## src/rtl/rin_window_sampler_if.sv

```systemverilog
// Pixel stream bundle feeding rin_window_sampler.
// Avalon-ST style: 30-bit RGB beat (R in [29:20]) with valid/ready and frame markers.
interface rin_window_sampler_if;
  logic [29:0] pix_data;
  logic        pix_valid;
  logic        pix_sop;
  logic        pix_eop;
  logic        pix_ready;

  modport master (
    output pix_data, pix_valid, pix_sop, pix_eop,
    input  pix_ready
  );

  modport slave (
    input  pix_data, pix_valid, pix_sop, pix_eop,
    output pix_ready
  );
endinterface

```

## src/rtl/rin_window_sampler.sv

```systemverilog
// rin_window_sampler: averages the R channel of the camera stream over a fixed
// 2^WIN_LOG2W x 2^WIN_LOG2H window once per frame and publishes it on rin_out,
// which feeds the red-input PIO. rin_out changes at most once per frame.
// Optional build macro RIN_FRAME_CHECK_EN: flags frames whose eop is not the last
// pixel (and sop restarts mid-frame) via frame_err instead of publishing them.
module rin_window_sampler #(
  parameter int IMG_W     = 640,
  parameter int IMG_H     = 480,
  parameter int WIN_X0    = 304,
  parameter int WIN_Y0    = 224,
  parameter int WIN_LOG2W = 5,
  parameter int WIN_LOG2H = 5
) (
  input  logic                 clk,
  input  logic                 reset,
  input  logic                 capture_en,
  rin_window_sampler_if.slave  pix,
  output logic [9:0]           rin_out,
  output logic                 frame_done,
  output logic [15:0]          frame_cnt,
  output logic                 frame_err
);

  localparam int SH = WIN_LOG2W + WIN_LOG2H;
  localparam int AW = 10 + SH;

  // Window bounds widened to 13 bits so the exclusive upper edge never wraps.
  localparam logic [12:0] X0 = 13'(WIN_X0);
  localparam logic [12:0] X1 = 13'(WIN_X0 + (1 << WIN_LOG2W));
  localparam logic [12:0] Y0 = 13'(WIN_Y0);
  localparam logic [12:0] Y1 = 13'(WIN_Y0 + (1 << WIN_LOG2H));
  localparam logic [11:0] LAST_X = 12'(IMG_W - 1);

  typedef enum logic [1:0] {S_IDLE, S_ACTIVE, S_PUBLISH} state_t;

  state_t         state_q, state_d;
  logic [AW-1:0]  acc_q, acc_d;
  logic [11:0]    x_q, x_d, y_q, y_d;
  logic [9:0]     rin_out_q, rin_out_d;
  logic           frame_done_q, frame_done_d;
  logic [15:0]    frame_cnt_q, frame_cnt_d;

  logic           beat, start, step, fin;
  logic [11:0]    px, py;
  logic [AW-1:0]  r_ext;
  logic           unused_gb;

  function automatic logic in_win(input logic [11:0] x, input logic [11:0] y);
    return ({1'b0, x} >= X0) && ({1'b0, x} < X1) &&
           ({1'b0, y} >= Y0) && ({1'b0, y} < Y1);
  endfunction

  assign unused_gb = ^pix.pix_data[19:0];
  assign r_ext     = {{(AW-10){1'b0}}, pix.pix_data[29:20]};

  // Sink is ready except during the single PUBLISH cycle and while in reset.
  assign pix.pix_ready = !reset && (state_q != S_PUBLISH);
  assign beat          = pix.pix_valid && pix.pix_ready;

  // A sop starts a frame from IDLE only when capturing; in ACTIVE it always restarts.
  assign start = beat && pix.pix_sop &&
                 (((state_q == S_IDLE) && capture_en) || (state_q == S_ACTIVE));
  assign step  = beat && !pix.pix_sop && (state_q == S_ACTIVE);
  assign fin   = (start || step) && pix.pix_eop;
  // Coordinates of the pixel carried by this beat.
  assign px    = start ? 12'd0 : x_q;
  assign py    = start ? 12'd0 : y_q;

`ifdef RIN_FRAME_CHECK_EN
  localparam logic [11:0] LAST_Y = 12'(IMG_H - 1);
  logic err_pend_q, err_pend_d;
  logic frame_err_q, frame_err_d;
  logic eop_ok;

  assign eop_ok    = (px == LAST_X) && (py == LAST_Y);
  assign frame_err = frame_err_q;
`else
  assign frame_err = 1'b0;
`endif

  // Next-state: window accumulation, pixel counters and once-per-frame publish.
  always_comb begin
    state_d      = state_q;
    acc_d        = acc_q;
    x_d          = x_q;
    y_d          = y_q;
    rin_out_d    = rin_out_q;
    frame_done_d = 1'b0;
    frame_cnt_d  = frame_cnt_q;
`ifdef RIN_FRAME_CHECK_EN
    // Error pulse lands one edge after the offending beat, aligned with frame_done timing.
    frame_err_d  = err_pend_q;
    err_pend_d   = (start && (state_q == S_ACTIVE)) || (fin && !eop_ok);
`endif

    if (state_q == S_PUBLISH) begin
      rin_out_d    = acc_q[AW-1:SH];
      frame_done_d = 1'b1;
      frame_cnt_d  = frame_cnt_q + 16'd1;
      state_d      = S_IDLE;
    end else begin
      if (start) begin
        x_d     = 12'd1;
        y_d     = 12'd0;
        acc_d   = in_win(12'd0, 12'd0) ? r_ext : '0;
        state_d = S_ACTIVE;
      end else if (step) begin
        if (in_win(x_q, y_q)) acc_d = acc_q + r_ext;
        if (x_q == LAST_X) begin
          x_d = 12'd0;
          y_d = y_q + 12'd1;
        end else begin
          x_d = x_q + 12'd1;
        end
      end

      if (fin) begin
`ifdef RIN_FRAME_CHECK_EN
        state_d = eop_ok ? S_PUBLISH : S_IDLE;
`else
        state_d = S_PUBLISH;
`endif
      end
    end
  end

  // State and registered outputs; async reset discards any partial frame.
  always_ff @(posedge clk or posedge reset) begin
    if (reset) begin
      state_q      <= S_IDLE;
      acc_q        <= '0;
      x_q          <= '0;
      y_q          <= '0;
      rin_out_q    <= '0;
      frame_done_q <= 1'b0;
      frame_cnt_q  <= '0;
`ifdef RIN_FRAME_CHECK_EN
      err_pend_q   <= 1'b0;
      frame_err_q  <= 1'b0;
`endif
    end else begin
      state_q      <= state_d;
      acc_q        <= acc_d;
      x_q          <= x_d;
      y_q          <= y_d;
      rin_out_q    <= rin_out_d;
      frame_done_q <= frame_done_d;
      frame_cnt_q  <= frame_cnt_d;
`ifdef RIN_FRAME_CHECK_EN
      err_pend_q   <= err_pend_d;
      frame_err_q  <= frame_err_d;
`endif
    end
  end

  assign rin_out    = rin_out_q;
  assign frame_done = frame_done_q;
  assign frame_cnt  = frame_cnt_q;

endmodule

```

## src/flat_wrapper.sv

```systemverilog
// flat-port wrapper written by rule: the top's interface ports become plain ports
module rin_window_sampler_flat 
#(
  parameter int IMG_W     = 640,
  parameter int IMG_H     = 480,
  parameter int WIN_X0    = 304,
  parameter int WIN_Y0    = 224,
  parameter int WIN_LOG2W = 5,
  parameter int WIN_LOG2H = 5
)
  (clk, reset, capture_en, rin_out, frame_done, frame_cnt, frame_err, pix_pix_data, pix_pix_valid, pix_pix_sop, pix_pix_eop, pix_pix_ready);
  rin_window_sampler_if pix_i ();
  input  logic clk;
  input  logic reset;
  input  logic capture_en;
  output logic [9:0] rin_out;
  output logic frame_done;
  output logic [15:0] frame_cnt;
  output logic frame_err;
  input wire logic [$bits(pix_i.pix_data)-1:0] pix_pix_data;
  input wire logic [$bits(pix_i.pix_valid)-1:0] pix_pix_valid;
  input wire logic [$bits(pix_i.pix_sop)-1:0] pix_pix_sop;
  input wire logic [$bits(pix_i.pix_eop)-1:0] pix_pix_eop;
  output wire logic [$bits(pix_i.pix_ready)-1:0] pix_pix_ready;
  assign pix_i.pix_data = pix_pix_data;
  assign pix_i.pix_valid = pix_pix_valid;
  assign pix_i.pix_sop = pix_pix_sop;
  assign pix_i.pix_eop = pix_pix_eop;
  assign pix_pix_ready = pix_i.pix_ready;
  rin_window_sampler #(.IMG_W(IMG_W), .IMG_H(IMG_H), .WIN_X0(WIN_X0), .WIN_Y0(WIN_Y0), .WIN_LOG2W(WIN_LOG2W), .WIN_LOG2H(WIN_LOG2H)) u_core (.clk(clk), .reset(reset), .capture_en(capture_en), .pix(pix_i), .rin_out(rin_out), .frame_done(frame_done), .frame_cnt(frame_cnt), .frame_err(frame_err));
endmodule
```

## config.mk

```make
export PLATFORM = sky130hd
export DESIGN_NAME = rin_window_sampler_flat
export DESIGN_NICKNAME = d
export VERILOG_FILES = /design/src/rtl/rin_window_sampler_if.sv /design/src/rtl/rin_window_sampler.sv /design/src/flat_wrapper.sv
export SDC_FILE = /design/constraint.sdc
export NUM_CORES = 1
export LEC_CHECK = 0
export ABC_AREA = 1
export BUFFER_PORTS_ARGS = -buffer_cell sky130_fd_sc_hd__buf_2
export CORE_ASPECT_RATIO = 0.8
export CORE_MARGIN = 2
export CORE_UTILIZATION = 58
export DETAILED_ROUTE_END_ITERATION = 7
export GPL_ROUTABILITY_DRIVEN = 0
export PLACE_DENSITY_LB_ADDON = 0.1
export SKIP_CTS_REPAIR_TIMING = 1
export SYNTH_ARGS = -nofsm -noshare
export SYNTH_HDL_FRONTEND = slang
export SYNTH_SLANG_ARGS = --single-unit
```

## constraint.sdc

```tcl
create_clock -name clk -period 2.9 [get_ports clk]
set_input_delay 0.87 -clock clk [delete_from_list [all_inputs] [get_ports clk]]
set_output_delay 0.87 -clock clk [all_outputs]
set_load 0.1 [all_outputs]
```

Yosys cells after proc, flatten, opt, wreduce, memory -nomap -nowiden

Cells that the tools add are included.

Bits in registers: 73
Input port bits: 36
Output and inout bits: 29
Logic and storage cells: 56

$add $sub $neg: 4
Order comparisons: 4
Equal/unequal tests: 4
Muxes and demuxes: 13
Bitwise logic cells: 1
Reduce and logical (&&, ||, !) cells: 23

Operator list:

| cell                                                                                  | count |
|---|---|
| 12-bit 2-to-1 mux                                                                     | 6 |
| 20-bit 2-to-1 mux                                                                     | 3 |
| 12-bit by 1-bit adder with 12-bit output (second input constant)                      | 2 |
| 12-bit by 9-bit less-than comparator with 1-bit output (second input constant)        | 2 |
| 20-bit by 10-bit adder with 20-bit output                                             | 1 |
| 16-bit by 1-bit adder with 16-bit output (second input constant)                      | 1 |
| 12-bit by 10-bit equality test with 1-bit output (second input constant)              | 1 |
| 12-bit by 8-bit greater-or-equal comparator with 1-bit output (second input constant) | 1 |
| 12-bit by 9-bit greater-or-equal comparator with 1-bit output (second input constant) | 1 |
| 1-bit logical AND                                                                     | 11 |
| 2-bit 2-to-1 mux                                                                      | 3 |
| 3-bit AND reduction                                                                   | 2 |
| 2-bit nonzero test                                                                    | 3 |
| 3-bit nonzero test                                                                    | 1 |
| 2-bit by 1-bit equality test with 1-bit output (second input constant)                | 1 |
| 2-bit equality test (second input constant)                                           | 1 |
| 1-bit logical NOT                                                                     | 2 |
| 2-bit logical NOT                                                                     | 1 |
| 1-bit logical OR                                                                      | 2 |
| 2-bit != test (second input constant)                                                 | 1 |
| 2-bit AND reduction                                                                   | 1 |
| 1-bit 2-to-1 mux                                                                      | 1 |
| 1-bit NOT                                                                             | 1 |

Longest topological paths before layout

Gate-level depths: netlist (run 1).

Word-level depth: 9
Gate-level depth with buffers: 13
Depth with buffers taken out: 13

Worst setup path before layout (run 1)

Ideal clock, no wire load.

Kind: input -> register
From: input reset
To: register u_core.y_q[3]
Setup time: 0.121 ns
Arrival time: 3.520 ns
Data required time: 2.779 ns
Path slack: -0.741 ns
Stages on the path: 9
Buffers on the path: 1
Cell sequence: inv_1 and3_4 nand2_4 inv_4 nand2_2 buf_6 nor2_2 xor2_1 nor2_1

Word-level cells in the longest chain between the ends: 7
Elaborated cells on any way between the ends: 11
Classes of those cells: 1 x mux; 10 x reduce/logical

RTL lines:

| what                                              | line                                               | source |
|---|---|---|
| from (decl)                                       | flat_wrapper.sv:14                                 | `input logic reset;` |
| 1-bit logical NOT *                               | rin_window_sampler.sv:57                           | `assign pix.pix_ready = !reset && (state_q != S_PUBLISH);` |
| 1-bit logical AND *                               | rin_window_sampler.sv:57                           |  |
| 1-bit logical AND *                               | rin_window_sampler.sv:58                           | `assign beat = pix.pix_valid && pix.pix_ready;` |
| 1-bit logical AND (on tied branches) (2 in a row) | rin_window_sampler.sv:63, rin_window_sampler.sv:61 |  |
| 2-bit nonzero test (no source line)               | -                                                  |  |
| 3-bit AND reduction (no source line)              | -                                                  |  |
| to (signal assigned)                              | rin_window_sampler.sv:145                          | `y_q <= y_d;` |
| to (decl)                                         | rin_window_sampler.sv:38                           | `logic [11:0] x_q, x_d, y_q, y_d;` |

Mark *: on every way between the ends. The rest lies on a longest branch, timed or not.
A chain may end at the register's enable or synchronous reset.

Final worst setup path (run 1)

From: register u_core.state_q[0]
To: output pix_pix_ready

Word-level cells in the longest chain between the ends: 2

RTL lines:

| what                   | line                      | source |
|---|---|---|
| from (decl)            | rin_window_sampler.sv:36  | `state_t state_q, state_d;` |
| from (signal assigned) | rin_window_sampler.sv:142 | `state_q <= state_d;` |
| 2-bit != test          | rin_window_sampler.sv:57  |  |
| 1-bit logical AND      | rin_window_sampler.sv:57  |  |
| to (decl)              | flat_wrapper.sv:24        | `output wire logic [$bits(pix_i.pix_ready)-1:0] pix_pix_ready;` |

Every way passes these cells.

==> impl_metrics.json, run 1 <==
{
  "drc": 0,
  "min_path_type": "flip-flop to flip-flop",
  "pwr-share-clk_pct": 45.2,
  "placed_area_um2": 4650,
  "muxShareOfSynthArea_pct": 0,
  "synthAdderAreaFrac_pct": 4.46,
  "dpl.hpwl_um": 6570,
  "drt-initial-drc-count": 310,
  "p_leak_nw": 2.59,
  "fp.dieW_um": 101,
  "rsz0062_at_grt": "no",
  "post-route-period-util_pct": 87.3,
  "cts_tree": "built",
  "ys_ff_latch": 73,
  "cp.required_ns": 2.03,
  "nets": 674,
  "synth_top_family_by_area": "simple AND/OR/NAND/NOR gates",
  "grt_pass1_wl_um": 15300,
  "outcome": "completed",
  "start_kind": "flip-flop",
  "seqPwrFrac_pct": 51.1,
  "ys_warn_count": 0,
  "post-route-cell-area_um2": 4870,
  "routed_via_density": 5.24,
  "crit_path_max_fanout": 25,
  "internal_power_w": 0.00153,
  "clock.fmax_ghz": 0.395,
  "setup_ws_ns": 0.368,
  "core_area_um2": 7360,
  "grt_pass1_vias": 3344,
  "initial_utilization_pct": 59.5,
  "drt-wirelength-per-cell_um": 12.5,
  "hold_viol_final": 0,
  "port_buffers": 43,
  "cap_violations": 0,
  "dr.pass1.iters": 4,
  "antenna_found_initial": 0,
  "syn_nets": 630,
  "critPathKind": "flip-flop to primary output",
  "ir_drop_mv": 0.263,
  "pwr-share-comb_pct": 3.7,
  "reg2reg_slack_ns": 0.74,
  "syn_area_um2": 4380,
  "min_path_cells": 1,
  "yosys.area_share.simple_pct": 32.0,
  "drv_slew": 0,
  "synth.distinct_cells": 36,
  "grt_max_degree": 74,
  "crit_arrival_ns": 1.66,
  "drive_above_1_share_pct": 14.0,
  "syn_avg_cell_area_um2": 7.56,
  "clk_latency_ns": 0.35,
  "switching_share_pct": 23.1,
  "diodes": 0,
  "gr-total-overflow": 0,
  "clock_sinks": 73,
  "cts.path.max_buffers": 2,
  "fin_util_pct": 66.3,
  "clk_pin_slew_ns": 0.08,
  "rr_worst_depth": 12,
  "pre_cts_ws_ns": 0.133,
  "fp.dieArea_um2": 8260,
  "syn_to_final_growth_pct": 11.4,
  "reg2reg_to": "u_core.acc_q[10]$_DFFE_PP0P_",
  "die_h_um": 81.7,
  "netlist_instances": 579,
  "crit_path_end_kind": "primary output",
  "layout_common_cells": "nand2_1, dfrtp_1, nor2_1",
  "grt_use_total_pct": 23.6,
  "cts_max_level": 3,
  "routed_wl_um": 8960,
  "num_vias": 3763,
  "synth_xor_area_share_pct": 6.40,
  "hp-start": "u_core.frame_cnt[15]$_DFFE_PP0P_",
  "switchingPower_w": 0.000460,
  "cts_buffers": 9,
  "postRouteAntennaNets": 0,
  "layout_commonest_cell": "nand2_1",
  "ios": 65,
  "tightest_slew_ns": 0.904,
  "synth_compound_area_share_pct": 7.66,
  "fin_crit_ns": 2.53,
  "hold_end": "u_core.frame_cnt[15]$_DFFE_PP0P_",
  "p_total_w": 0.00199,
  "rows": 28,
  "rr_startpoint": "u_core.acc_q[0]$_DFFE_PP0P_",
  "skew_ns": 0.00903,
  "yosysSeqAreaShare_pct": 41.7,
  "root_buffer": "clkbuf_8",
  "powerDensity_nw_per_um2": 408,
  "setup_viol": 0,
  "timing.slew.headroom_pct": 39.7
}
-- metal layers --
metal | GRT usage [%] | wire length (um) | up-vias
met2 | 35.0 | 3740 | 113
li1 | - | - | 1939
met3 | 5.87 | 559 | 7
met5 | 0 | 0 | -
met4 | 5.54 | 59 | 0
met1 | 34.9 | 4600 | 1704
-- layout make-up --
type                       instances  area, um^2
fill                             624        2480
multi-input combinational        428        2230
sequential                        73        1830
inverter                          67         260
timing repair buffer              44         223
clock buffer                       9         124
tap                               90         113
clock inverter                     7         101
-- power by group through the flow --
stage               sequential (W)  clock (W)  combinational, W
floorplan                  0.00104          0         0.0000517
global placement           0.00104          0         0.0000744
detailed placement         0.00104          0         0.0000748
CTS                        0.00102   0.000924         0.0000756
global route               0.00102   0.000968         0.0000849
finish                     0.00102   0.000899         0.0000737
-- metrics by stage --
step | hold WS, ns | std cells | setup TNS, ns
floorplan | 0.446 | 579 | -8.47
global placement | 0.451 | 702 | 0
detailed placement | 0.456 | 702 | 0
CTS | 0.469 | 718 | 0
global route | 0.495 | 718 | 0
finish | 0.463 | 718 | 0
-- sequential cells by signal, indices dropped and copies added, names as in the netlist --
name,flops
u_core.frame_done,1
u_core.y_q,12
u_core.state_q,2
u_core.frame_cnt,16
u_core.x_q,12
u_core.rin_out,10
u_core.acc_q,20
-- how the worst max path moves through the flow --
stage,cells after the start,to,start,slack [ns]
after floorplan,10,u_core.acc_q[16]$_DFFE_PP0P_,reset,-0.23
after global placement,13,u_core.acc_q[10]$_DFFE_PP0P_,pix_pix_data[20],0.15
after detailed placement,12,u_core.acc_q[14]$_DFFE_PP0P_,pix_pix_data[20],0.13
after CTS,5,pix_pix_ready,u_core.state_q[0]$_DFFE_PP0P_,0.35
after global routing,5,pix_pix_ready,u_core.state_q[0]$_DFFE_PP0P_,0.20
final,5,pix_pix_ready,u_core.state_q[0]$_DFFE_PP0P_,0.37
-- worst max-delay path: stages, from the launching register on --
cell and delay (ns):
dfrtp_1 0.36, inv_2 0.07, nand2_4 0.20, inv_1 0.16, nor2_2 0.09, buf_2 0.42
-- logic make-up after synthesis --
family                   after synthesis
XOR/XNOR                              32
AND/OR/NAND/NOR                      322
flip-flops                            73
AO/OA/AOI/OAI                         58
buffers and inverters                 78
adder cells (fa/ha/maj)               15
other                                  1
-- cell usage after synthesis --
library cell  number  area share [%]
buf_6              4             1.0
nor2_1            66             5.7
nand3b_1           2            0.34
nand3_1           40             4.6
nand2_1          169              14
nor2_2             3            0.43
nor3_1            16             1.8
xor2_1            18             3.6
nand2_4            5             1.3
dfrtp_1           73              42
clkbuf_1           3            0.26
a22oi_1            1            0.17
a21oi_1           16             1.8
nand4_1           13             1.9
nor2_4             1            0.26
buf_4              2            0.34
o21ai_1            9             1.0
and3_4             1            0.26
ha_1              14             4.0
o21ai_2            3            0.60
inv_2              3            0.26
o21ai_0           17             1.9
buf_2              2            0.23
and2_1             1            0.14
o31ai_1            8             1.4
fa_1               1            0.46
a21oi_2            1            0.20
nor3b_2            1            0.29
inv_4              1            0.14
xnor2_1           14             2.8
conb_1             1           0.086
inv_1             63             5.4
a21o_1             2            0.34
o21a_1             1            0.17
nor4_1             2            0.29
nand2_2            2            0.29
(Power assumes the default switching activity.)
==> run 2, diff against run 1 <==
--- a/config.mk
+++ b/config.mk
@@ -8,7 +8,6 @@
 export ABC_AREA = 1
 export BUFFER_PORTS_ARGS = -buffer_cell sky130_fd_sc_hd__buf_2
 export CORE_ASPECT_RATIO = 0.8
-export CORE_MARGIN = 2
 export CORE_UTILIZATION = 58
 export DETAILED_ROUTE_END_ITERATION = 7
 export GPL_ROUTABILITY_DRIVEN = 0
==> constraint.sdc (replaced) <==
create_clock -name clk -period 2.9 [get_ports clk]
set_input_delay 0.87 -clock clk [delete_from_list [all_inputs] [get_ports clk]]
set_output_delay 0.87 -clock clk [all_outputs]
set_load 0.02 [all_outputs]
==> run 2 against run 1 <==
  * Combinational power is 13% lower
  * Sequential power hardly changed
  * Core utilization is 2.3 points higher
  * Clock skew hardly changed
  * Fmax is 3.7% higher
==> impl_metrics.json, run 2 (synthesis gave the netlist of run 1 again) <==
{
  "outcome": "completed",
  "grt_max_degree": 74,
  "rsz0062_at_grt": "no",
  "cp_slowest_cell": "fa_1",
  "gr-total-overflow": 0,
  "regMostFlops": "u_core.acc_q",
  "fp.dieArea_um2": 7900,
  "skew_ns": 0.00858,
  "fin_crit_ns": 2.44,
  "drc": 0,
  "ios": 65,
  "post-route-cell-area_um2": 4860,
  "num_vias": 3840,
  "layout_commonest_cell": "nand2_1",
  "top_signal_layer_used": "met4",
  "fillers": 620,
  "syn_to_final_growth_pct": 11.1,
  "grt_use_total_pct": 26.3,
  "clock.fmax_ghz": 0.410,
  "post-route-period-util_pct": 84.2,
  "placed_area_um2": 4640,
  "p_total_w": 0.00198,
  "seqPwrFrac_pct": 51.5,
  "fin_cells": 715,
  "initial_utilization_pct": 61.7,
  "cts_buffers": 9,
  "slowest_delay_ns": 0.44,
  "rows": 27,
  "setup_tns_ns": 0,
  "clock_sinks": 73,
  "routed_wl_um": 9420,
  "grt_pass1_vias": 3520,
  "wl_met1_um": 4770,
  "powerDensity_nw_per_um2": 406,
  "grt_pass1_wl_um": 16300,
  "p_leak_nw": 2.59,
  "core_area_um2": 7090,
  "cts.path.max_buffers": 2,
  "holdWs_ns": 0.477,
  "internal_power_w": 0.00152,
  "nets": 674,
  "pwr-share-comb_pct": 3.2,
  "port_buffers": 43,
  "dr_wl_met2_um": 4050,
  "drive_above_1_share_pct": 13.7,
  "critPathKind": "input port to flip-flop",
  "crit_top_cell": "nand2_1",
  "crit_buf_inv": 1,
  "diodes": 0,
  "pwr-share-clk_pct": 45.3,
  "cp.required_ns": 3.18,
  "dp_cells": 699,
  "routed_via_density": 5.37,
  "switching_share_pct": 22.9,
  "postRouteAntennaNets": 0,
  "dpl.hpwl_um": 6760,
  "crit_path_end_kind": "flip-flop",
  "hold_viol_final": 0,
  "tightest_slew_ns": 0.902,
  "clk_pin_slew_ns": 0.08,
  "wl_met3_um": 499,
  "min_path_type": "flip-flop to flip-flop",
  "timing.slew.headroom_pct": 39.9,
  "root_buffer": "clkbuf_8",
  "largest_register_ffs": 20,
  "crit_path_max_fanout": 4,
  "layout_common_cells": "nand2_1, dfrtp_1, nor2_1",
  "switchingPower_w": 0.000451,
  "clk_latency_ns": 0.35,
  "drt-initial-drc-count": 330,
  "cp_top_family": "simple AND/OR/NAND/NOR gates",
  "cts_tree": "built",
  "dr.pass1.iters": 5,
  "drt-wirelength-per-cell_um": 13.2,
  "setup_viol": 0,
  "start_kind": "input port",
  "crit_chain": "buf_2 > ha_1 > fa_1 > nand2_1 > nor2_1 > nor2_1 > o21ai_0 > nand2_1 > nand2_1 > nand2_1 > nand3_1 > o21ai_2",
  "antenna_found_initial": 0,
  "drv_slew": 0,
  "ir_drop_mv": 0.262,
  "crit_arrival_ns": 2.72,
  "fp.dieW_um": 99.1,
  "cts_max_level": 3,
  "die_h_um": 79.7,
  "cap_violations": 0
}
## run 2: changes by cell type in the layout (fill, tap and decap cells not counted), sizes merged
cell,previous run,this run
clkbuf,9,10
inv,68,67
## run 2: worst paths after layout
kind	from	end	slack [ns]	cells past startpoint
max	pix_pix_data[20]	u_core.acc_q[14]$_DFFE_PP0P_	0.46	12
min	u_core.frame_cnt[15]$_DFFE_PP0P_	u_core.frame_cnt[15]$_DFFE_PP0P_	0.48	1
max reg2reg	u_core.acc_q[0]$_DFFE_PP0P_	u_core.acc_q[14]$_DFFE_PP0P_	0.69	11
min reg2reg	u_core.frame_cnt[15]$_DFFE_PP0P_	u_core.frame_cnt[15]$_DFFE_PP0P_	0.48	1
max in group asynchronous	reset	u_core.acc_q[6]$_DFFE_PP0P_	1.47	3
min in group asynchronous	reset	u_core.frame_cnt[8]$_DFFE_PP0P_	0.83	3
## run 2: routing by layer
metal / vias up / GRT usage (%)
met4: 0 / 7.65
met5: - / 0
met2: 108 / 40.6
met1: 1785 / 37.8
li1: 1938 / -
met3: 9 / 4.82
## run 2: cell type report
cell class                 instances  area (um^2)  share of cell area, %
clock buffer                      10          128                   2.63
tap                               87          109                   2.24
multi-input combinational        428         2220                   45.8
inverter                          67          260                   5.35
sequential                        73         1830                   37.6
clock inverter                     6         90.1                   1.85
timing repair buffer              44          223                   4.58
## run 2: per-stage QoR
| stage | utilization, % | setup WS [ns] |
|---|---|---|
| finish | 68.5 | 0.459 |
| global route | 68.5 | 0.303 |
| CTS | 68.5 | 0.533 |
| detailed placement | 65.4 | 0.177 |
| global placement | 65.4 | 0.213 |
| floorplan | - | -0.234 |
## run 2: power by group through the flow
stage                     Combinational (W)  Sequential [W]  Clock [W]
final                             0.0000639         0.00102   0.000895
after global routing              0.0000736         0.00102   0.000948
after CTS                         0.0000656         0.00102   0.000915
after detailed placement          0.0000651         0.00104          0
after global placement            0.0000651         0.00104          0
after floorplan                   0.0000426         0.00104          0
==> run 3, diff against run 2 <==
==> constraint.sdc (replaced) <==
create_clock -name clk -period 2.5 [get_ports clk]
set_input_delay 0.75 -clock clk [delete_from_list [all_inputs] [get_ports clk]]
set_output_delay 0.75 -clock clk [all_outputs]
set_load 0.02 [all_outputs]
==> run 3 against run 2 <==
  * Register-to-register slack got worse by 0.24 ns
  * Sequential power rose by 16%
  * Critical path depth unchanged
  * Hold slack lost 0.013 ns
  * Critical path type unchanged
==> impl_metrics.json, run 3 (synthesis gave the netlist of run 1 again) <==
{
  "outcome": "completed",
  "setup_viol": 0,
  "layout_common_cells": "nand2_1, dfrtp_1, nor2_1",
  "clock.fmax_ghz": 0.458,
  "diodes": 0,
  "grt_pass1_vias": 3453,
  "initial_utilization_pct": 61.7,
  "grt_max_degree": 74,
  "crit_path_end_kind": "flip-flop",
  "post-route-period-util_pct": 87.3,
  "drt-wirelength-per-cell_um": 12.8,
  "slowest_delay_ns": 0.40,
  "cp_slowest_cell": "fa_1",
  "p_leak_nw": 2.62,
  "crit_path_max_fanout": 3,
  "drive_above_1_share_pct": 14.6,
  "drt-initial-drc-count": 285,
  "regMostFlops": "u_core.acc_q",
  "root_buffer": "clkbuf_8",
  "crit_buf_inv": 1,
  "fp.dieArea_um2": 7900,
  "postRouteAntennaNets": 0,
  "min_path_type": "flip-flop to flip-flop",
  "clk_pin_slew_ns": 0.09,
  "timing.slew.headroom_pct": 40.3,
  "cts.path.max_buffers": 2,
  "ir_drop_mv": 0.426,
  "hold_viol_final": 0,
  "fin_cells": 722,
  "rsz0062_at_grt": "no",
  "top_signal_layer_used": "met4",
  "drc": 0,
  "antenna_found_initial": 0,
  "routed_wl_um": 9260,
  "cts_tree": "built",
  "tightest_slew_ns": 0.896,
  "crit_arrival_ns": 2.47,
  "cts_max_level": 3,
  "nets": 681,
  "die_h_um": 79.7,
  "dp_cells": 706,
  "gr-total-overflow": 0,
  "critPathKind": "input port to flip-flop",
  "routed_via_density": 5.37,
  "cap_violations": 0,
  "wl_met1_um": 4710,
  "crit_chain": "buf_2 > ha_1 > fa_1 > nand2_1 > nor2_1 > nor2_1 > o21ai_0 > nand2_1 > nand2_1 > nand2_1 > nand3_1 > o21ai_2",
  "ios": 65,
  "port_buffers": 43,
  "fp.dieW_um": 99.1,
  "drv_slew": 0,
  "largest_register_ffs": 20,
  "dpl.hpwl_um": 6740,
  "clk_latency_ns": 0.35,
  "start_kind": "input port",
  "skew_ns": 0.0132,
  "holdWs_ns": 0.464,
  "wl_met3_um": 515,
  "grt_pass1_wl_um": 15900,
  "core_area_um2": 7090,
  "grt_use_total_pct": 25.7,
  "rows": 27,
  "clock_sinks": 73,
  "p_total_w": 0.00229,
  "fin_crit_ns": 2.18,
  "cp_top_family": "simple AND/OR/NAND/NOR gates",
  "crit_top_cell": "nand2_1",
  "dr_wl_met2_um": 3930,
  "cts_buffers": 9,
  "num_vias": 3880,
  "cp.required_ns": 2.78,
  "dr.pass1.iters": 5,
  "powerDensity_nw_per_um2": 466,
  "syn_to_final_growth_pct": 12.3,
  "layout_commonest_cell": "nand2_1"
}
## run 3: cell type report
class | instances | area [um^2]
Tap cell | 87 | 109
Fill cell | 605 | 2180
Clock inverter | 6 | 90.1
Sequential cell | 73 | 1830
Clock buffer | 10 | 128
Timing Repair Buffer | 51 | 275
Multi-Input combinational cell | 428 | 2220
Inverter | 67 | 260
## run 3: worst register-to-register path, stage by stage, from the launching register on
cell	delay (ns)
dfrtp_1	0.38
ha_1	0.21
fa_1	0.40
nand2_1	0.07
nor2_1	0.04
nor2_1	0.19
o21ai_0	0.21
nand2_1	0.15
nand2_1	0.06
nand2_1	0.05
nand3_1	0.09
o21ai_2	0.14
## run 3: report_power, final
| part | leakage [nW] | total [W] | internal, W | switching (W) |
|---|---|---|---|---|
| Sequential | 0.973 | 0.00118 | 0.00118 | 0 |
| Clock | 0.107 | 0.00104 | 0.000566 | 0.000469 |
| Combinational | 1.54 | 0.0000751 | 0.0000223 | 0.0000528 |
| Total | 2.62 | 0.00229 | 0.00177 | 0.000522 |
## run 3: through the flow
step	cell area [um^2]	setup slack, ns	TNS, ns	util [%]
global route	4910	0.186	0	69.3
floorplan	4400	-0.514	-21.35	-
global placement	4700	0.0627	0	66.2
finish	4910	0.317	0	69.3
CTS	4910	0.322	0	69.3
detailed placement	4700	-0.00138	-0.00138	66.2
## run 3: worst paths after layout
check / start / endpoint / slack (ns) / cells after the start
setup / recovery: pix_pix_data[20] / u_core.acc_q[14]$_DFFE_PP0P_ / 0.32 / 12
setup reg to reg: u_core.acc_q[0]$_DFFE_PP0P_ / u_core.acc_q[14]$_DFFE_PP0P_ / 0.45 / 11
hold / removal: u_core.frame_cnt[15]$_DFFE_PP0P_ / u_core.frame_cnt[15]$_DFFE_PP0P_ / 0.46 / 1
hold reg to reg: u_core.frame_cnt[15]$_DFFE_PP0P_ / u_core.frame_cnt[15]$_DFFE_PP0P_ / 0.46 / 1
min in group asynchronous: reset / u_core.frame_cnt[2]$_DFFE_PP0P_ / 0.73 / 3
max in group asynchronous: reset / u_core.acc_q[1]$_DFFE_PP0P_ / 1.20 / 3
## run 3: routing by layer
layer	vias to the layer above	GRT usage [%]
met1	1773	38.2
met3	11	4.55
met2	139	38.0
met5	-	0
met4	0	8.09
li1	1957	-
